**config.mk**
```make
export PLATFORM = sky130hd
export DESIGN_NAME = cache_ctrl_nway
export DESIGN_NICKNAME = d
export VERILOG_FILES = /design/src/rtl/cache_pkg.sv /design/src/rtl/cache_victim_sel.sv /design/src/rtl/cache_ctrl_nway.sv
export SDC_FILE = /design/constraint.sdc
export NUM_CORES = 1
export LEC_CHECK = 0
export ABC_AREA = 1
export CORE_ASPECT_RATIO = 1.2
export CORE_UTILIZATION = 53
export DETAILED_ROUTE_END_ITERATION = 6
export PLACE_DENSITY = 0.89
export SYNTH_ARGS = -nofsm -noshare
export SYNTH_HDL_FRONTEND = slang
export SYNTH_HIERARCHICAL = 1
export SYNTH_SLANG_ARGS = --single-unit
```
**constraint.sdc**
```tcl
create_clock -name clk -period 2.5 [get_ports clk]
set_clock_uncertainty 0.05 [all_clocks]
set_input_delay 0.5 -clock clk [delete_from_list [all_inputs] [get_ports clk]]
set_output_delay 0.5 -clock clk [all_outputs]
set_load 0.05 [all_outputs]
```
**src/rtl/cache_pkg.sv**
```systemverilog
// Shared types and constants for the n-way cache controller.
package cache_pkg;

    localparam int TMO_W     = 8;
    localparam int POLICY_WB = 0;
    localparam int POLICY_WT = 1;

    typedef logic [3:0] state_t;

    localparam state_t S_IDLE    = 4'd0;
    localparam state_t S_LOOKUP  = 4'd1;
    localparam state_t S_EVICT   = 4'd2;
    localparam state_t S_FILL    = 4'd3;
    localparam state_t S_INSTALL = 4'd4;
    localparam state_t S_ACCESS  = 4'd5;
    localparam state_t S_WT      = 4'd6;
    localparam state_t S_RESP    = 4'd7;
    localparam state_t S_ERR     = 4'd8;

    typedef struct packed {
        logic sys_ack;
        logic sys_err;
        logic tag_wr;
        logic data_wr;
        logic data_sel;
        logic dirty_set;
        logic dirty_clr;
        logic age_touch;
        logic addr_sel;
        logic ram_req;
        logic ram_we;
    } ctrl_out_t;

endpackage

```
**src/rtl/cache_victim_sel.sv**
```systemverilog
// Combinational hit decode and replacement-victim choice for the addressed set.
module cache_victim_sel
    import cache_pkg::*;
#(
    parameter int WAYS  = 4,
    parameter int WAY_W = 2
) (
    input  logic [WAYS-1:0]  valid_vec,
    input  logic [WAYS-1:0]  hit_vec,
    input  logic [WAY_W-1:0] lru_way,
    output logic [WAY_W-1:0] hit_idx,
    output logic             multi_hit,
    output logic [WAY_W-1:0] victim_idx,
    output logic             victim_valid
);

    logic seen;

    // Descending scan for invalid ways so the lowest-index one wins.
    always_comb begin
        hit_idx      = '0;
        multi_hit    = 1'b0;
        seen         = 1'b0;
        victim_idx   = lru_way;
        victim_valid = 1'b1;
        for (int i = 0; i < WAYS; i++) begin
            if (hit_vec[i]) begin
                multi_hit = multi_hit | seen;
                seen      = 1'b1;
                hit_idx   = WAY_W'(i);
            end
        end
        for (int i = WAYS - 1; i >= 0; i--) begin
            if (!valid_vec[i]) begin
                victim_idx   = WAY_W'(i);
                victim_valid = 1'b0;
            end
        end
    end

endmodule

```
**src/rtl/cache_ctrl_nway.sv**
```systemverilog
// Control FSM for a WAYS-way set-associative cache: lookup, evict, fill, access,
// optional write-through, with RAM timeout and multi-hit error reporting.
module cache_ctrl_nway
    import cache_pkg::*;
#(
    parameter int WAYS    = 4,
    parameter int WAY_W   = 2,
    parameter int POLICY  = 0,
    parameter int RAM_TMO = 255
) (
    input  logic             clk,
    input  logic             reset,
    input  logic             sys_rd,
    input  logic             sys_wr,
    output logic             sys_ack,
    output logic             sys_err,
    input  logic [WAYS-1:0]  hit_vec,
    input  logic [WAYS-1:0]  valid_vec,
    input  logic [WAYS-1:0]  dirty_vec,
    input  logic [WAY_W-1:0] lru_way,
    output logic [WAY_W-1:0] way_sel,
    output logic             tag_wr,
    output logic             data_wr,
    output logic             data_sel,
    output logic             dirty_set,
    output logic             dirty_clr,
    output logic             age_touch,
    output logic             addr_sel,
    output logic             ram_req,
    output logic             ram_we,
    input  logic             ram_ack
);

    state_t             state_q, state_d;
    logic               pend_rd_q, pend_rd_d;
    logic               pend_wr_q, pend_wr_d;
    logic [WAY_W-1:0]   way_q, way_d;
    logic [TMO_W-1:0]   tmo_q, tmo_d;
    ctrl_out_t          out_q, out_d;

    logic [WAY_W-1:0]   hit_idx;
    logic [WAY_W-1:0]   victim_idx;
    logic               multi_hit;
    logic               victim_valid;
    logic               ack_ok;
    logic               tmo_hit;

    cache_victim_sel #(
        .WAYS  (WAYS),
        .WAY_W (WAY_W)
    ) u_victim_sel (
        .valid_vec    (valid_vec),
        .hit_vec      (hit_vec),
        .lru_way      (lru_way),
        .hit_idx      (hit_idx),
        .multi_hit    (multi_hit),
        .victim_idx   (victim_idx),
        .victim_valid (victim_valid)
    );

    // Outputs are computed from the current state and registered, so they trail the state by a cycle.
    always_comb begin
        state_d   = state_q;
        pend_rd_d = pend_rd_q;
        pend_wr_d = pend_wr_q;
        way_d     = way_q;
        tmo_d     = '0;
        out_d     = '0;
        ack_ok    = out_q.ram_req && ram_ack;
        tmo_hit   = (RAM_TMO != 0) && out_q.ram_req && !ram_ack &&
                    (tmo_q == TMO_W'(RAM_TMO - 1));

        if (out_q.sys_ack) begin
            pend_rd_d = 1'b0;
            pend_wr_d = 1'b0;
        end

        case (state_q)
            S_IDLE: begin
                // The ack cycle still sees the finished request held high, so skip it.
                if (!out_q.sys_ack && (sys_rd || sys_wr)) begin
                    pend_wr_d = sys_wr;
                    pend_rd_d = !sys_wr;
                    state_d   = S_LOOKUP;
                end
            end
            S_LOOKUP: begin
                if (!pend_rd_q && !pend_wr_q) begin
                    state_d = S_IDLE;
                end else if (multi_hit) begin
                    state_d = S_ERR;
                end else if (|hit_vec) begin
                    way_d   = hit_idx;
                    state_d = S_ACCESS;
                end else begin
                    way_d = victim_idx;
                    if (POLICY == POLICY_WB && victim_valid && dirty_vec[victim_idx]) begin
                        state_d = S_EVICT;
                    end else begin
                        state_d = S_FILL;
                    end
                end
            end
            S_EVICT, S_FILL, S_WT: begin
                out_d.ram_req  = 1'b1;
                out_d.ram_we   = (state_q != S_FILL);
                out_d.addr_sel = (state_q == S_EVICT);
                if (out_q.ram_req) begin
                    tmo_d = tmo_q + 1'b1;
                end
                if (ack_ok) begin
                    out_d           = '0;
                    out_d.dirty_clr = (state_q == S_EVICT);
                    tmo_d           = '0;
                    case (state_q)
                        S_EVICT: state_d = S_FILL;
                        S_FILL:  state_d = S_INSTALL;
                        default: state_d = S_RESP;
                    endcase
                end else if (tmo_hit) begin
                    out_d   = '0;
                    state_d = S_ERR;
                end
            end
            S_INSTALL: begin
                out_d.tag_wr   = 1'b1;
                out_d.data_wr  = 1'b1;
                out_d.data_sel = 1'b1;
                state_d        = S_ACCESS;
            end
            S_ACCESS: begin
                out_d.age_touch = 1'b1;
                state_d         = S_RESP;
                if (pend_wr_q) begin
                    out_d.data_wr = 1'b1;
                    if (POLICY == POLICY_WB) begin
                        out_d.dirty_set = 1'b1;
                    end else begin
                        state_d = S_WT;
                    end
                end
            end
            S_RESP: begin
                out_d.sys_ack = 1'b1;
                state_d       = S_IDLE;
            end
            S_ERR: begin
                out_d.sys_ack = 1'b1;
                out_d.sys_err = 1'b1;
                state_d       = S_IDLE;
            end
            default: begin
                state_d = S_IDLE;
            end
        endcase
    end

    always_ff @(posedge clk or posedge reset) begin
        if (reset) begin
            state_q   <= S_IDLE;
            pend_rd_q <= 1'b0;
            pend_wr_q <= 1'b0;
            way_q     <= '0;
            tmo_q     <= '0;
            out_q     <= '0;
        end else begin
            state_q   <= state_d;
            pend_rd_q <= pend_rd_d;
            pend_wr_q <= pend_wr_d;
            way_q     <= way_d;
            tmo_q     <= tmo_d;
            out_q     <= out_d;
        end
    end

    assign way_sel   = way_q;
    assign sys_ack   = out_q.sys_ack;
    assign sys_err   = out_q.sys_err;
    assign tag_wr    = out_q.tag_wr;
    assign data_wr   = out_q.data_wr;
    assign data_sel  = out_q.data_sel;
    assign dirty_set = out_q.dirty_set;
    assign dirty_clr = out_q.dirty_clr;
    assign age_touch = out_q.age_touch;
    assign addr_sel  = out_q.addr_sel;
    assign ram_req   = out_q.ram_req;
    assign ram_we    = out_q.ram_we;

endmodule

```
==> impl_results.md <==
- Syn nets: 204
- CP Data Required Time: 1950 ps
- DR vias: 1263
- Layer with the highest usage: met2
- Remaining global-route overflow: 0
- Max_slew headroom: 66.4%
- Critical path class: reg2out
- Commonest non-fill, non-tap cell in the layout: nand2_1
- Iter 0 DRT Violations: 69
- Input/output buffers: 31
- Hold Startpoint: tmo_q[0]$_DFF_PP0_
- Slew @ Worst Pin: 503 ps
- Die ar.: 2810 um2
- CTS tree: yes
- CTS Buf Count: 3
- Share of layout cells above drive strength 1: 7.80%
- Area grow syn2layout: 28.0%
- Initial antenna violation count: 0
- H-tree depth: 1
- Status: finished clean
- Worst Hold Slack: 450 ps
- CP max stage cell: clkdlybuf4s50_1
- Leak: 0.854 nW
- Io pins: 32
- WL/cell: 10.7 um
- Initial Utilization: 57.9%
- Cts repair resizes: 0
- RSZ-0062 raised after global routing: no
- Met1 GRT Util: 24.4%
- Routability congestion estimate: 0.827
- Setup bufs post-CTS: 0
- # fillers: 172
- Most frequent cells in the layout: 47 x nand2_1, 35 x nor2_1, 31 x clkdlybuf4s50_1
- Peak Freq: 482 MHz
- # diodes: 0
- Period utilization: 83.0%
- Pre-Repair DR Iteration Count: 5
- Synthesized instance count: 183
- Max Cap Viol: 0
- Reg2reg setup slack: 1050 ps
- Post-route ant nets: 0
- Slew Limit Fails: 0
- Design Area, Final: 1760 um2
- Largest stage delay, worst path: 810 ps
- Data arrival, critical path: 1520 ps
- Worst setup SP type: flip-flop
- Setup violations, final: 0
- Nets: 240
- Tot Pwr: 0.00160 W
- Hold Path Depth: 1
- Die Width: 48.5 um
- Vias in the first global route: 1140
- Core ar.: 2380 um2
- Seq cells post-synth: 26
- Clk Latency, worst-skew pair: 320 ps
- Area of the multi-input gates: 606 um2
- Max Root-Sink Buffers: 2
- RR Startpoint: state_q[3]$_DFFE_PP0P_
- Peak supply drop: 496 uV
- Root buffer cell: clkbuf_4
- Worst Reg-to-Reg Cells: 8
- CP Cell Sequence: clkdlybuf4s50_1
- CP top delay family: buffers and inverters
- Residual DRC: 0
- Clock-pin slew on the worst setup and hold paths: 130 ps
- Met3 usage: 3.67%
- All-Layer GR Usage: 20.8%
- Hold Path Class: reg2reg
- Drt total wl: 2670 um
- Worst path bufs/invs: 1
- Post-Synthesis Cell Area: 1380 um2
- Mapped Avg Cell Area: 7.52 um2
- Largest net degree at the start of global routing: 27
- CTS Sinks: 26
- Final TNS setup: 0 ps
- Hpwl dp: 2060 um
- Die H: 57.8 um
- Max Fanout on Critical Path: 3
- Cts hold-fix bufs: 0
- Synthesis Warnings: 6
- Levels on crit path: 1
- Global Route met2 Usage: 37.2%
- Crit. Startpoint: sys_ack$_DFF_PP0_
- Global-route wire length before repair: 4510 um
- Distinct cell type count after synthesis: 25
- Row count: 19
- PD cells: 910 nW/um2
- Final hold viol count: 0
- Storage cell area: 651 um2
- Via density: 5.07
- Post-synthesis sequential area ratio: 47.3%
- Post-DP Area: 1730 um2
- Critical Path Sink Type: primary output
- Post-layout min period: 2070 ps
-- power by group --
part	internal [W]	total, W	switching [W]	leakage [nW]
Clock	0.0000890	0.000209	0.000120	0.0210
Sequential	0.000519	0.000597	0.0000786	0.349
Combinational	0.000273	0.000796	0.000524	0.484
-- flip-flops by register name, indices dropped and copies added (netlist names) --
name / count
tmo_q: 8
state_q: 4
way_sel: 2
addr_sel: 1
age_touch: 1
data_sel: 1
data_wr: 1
dirty_clr: 1
dirty_set: 1
pend_rd_q: 1
pend_wr_q: 1
ram_req: 1
ram_we: 1
sys_ack: 1
sys_err: 1
-- kinds of logic (layout without fill, tap and decap cells) --
| kind of cell | count (synthesis) | after routing | share of synthesized area (%) |
|---|---|---|---|
| compound gates | 11 | 11 | 5.09 |
| buf+inv | 31 | 66 | 8.73 |
| xor+xnor | 5 | 5 | 3.18 |
| flops | 26 | 26 | 47.3 |
| fa+ha+maj | 2 | 2 | 1.82 |
| simple gates | 108 | 108 | 33.9 |
-- final cells by class --
cell class / instances / share of cell area (%)
Multi-Input combinational cell: 126 / 34.4
Timing Repair Buffer: 32 / 18.0
Sequential cell: 26 / 36.9
Tap cell: 31 / 2.20
Inverter: 30 / 6.39
Clock buffer: 4 / 2.06
-- worst paths after layout --
path,end
min in group asynchronous,age_touch$_DFF_PP0_
max in group asynchronous,tmo_q[0]$_DFF_PP0_
min reg2reg,tmo_q[0]$_DFF_PP0_
max reg2reg,state_q[0]$_DFFE_PP0P_
max,sys_ack
min,tmo_q[0]$_DFF_PP0_
-- metrics by stage --
step | std cells | worst slack [ps] | util (%)
after floorplan | 183 | 1060 | -
after global placement | 245 | 624 | 72.6
after detailed placement | 245 | 526 | 72.6
after CTS | 249 | 414 | 74.1
after global routing | 249 | 386 | 74.1
final | 249 | 426 | 74.1
-- per-layer routing --
layer / vias up / routed length, um
li1: 627 / -
met4: 0 / 84
met3: 12 / 163
met5: - / 0
met2: 52 / 1330
met1: 572 / 1090
-- synthesized netlist by cell type --
cell type | count | area share [%]
a21oi_1 | 4 | 1.5
a21oi_2 | 1 | 0.64
a31o_2 | 1 | 0.64
buf_4 | 1 | 0.55
clkinv_1 | 1 | 0.27
dfrtp_1 | 26 | 47
ha_1 | 2 | 1.8
inv_1 | 28 | 7.6
inv_2 | 1 | 0.27
nand2_1 | 47 | 13
nand2_2 | 3 | 1.4
nand2_4 | 1 | 0.82
nand3_1 | 13 | 4.7
nand3b_1 | 1 | 0.55
nand4_1 | 1 | 0.45
nor2_1 | 35 | 9.5
nor2_2 | 3 | 1.4
nor2_4 | 1 | 0.82
nor3_1 | 1 | 0.36
nor3b_1 | 2 | 1.1
o21ai_0 | 3 | 1.1
o21bai_2 | 1 | 0.82
o22ai_1 | 1 | 0.45
xnor2_1 | 1 | 0.64
xor2_1 | 4 | 2.5
(Power assumes the default switching activity.)
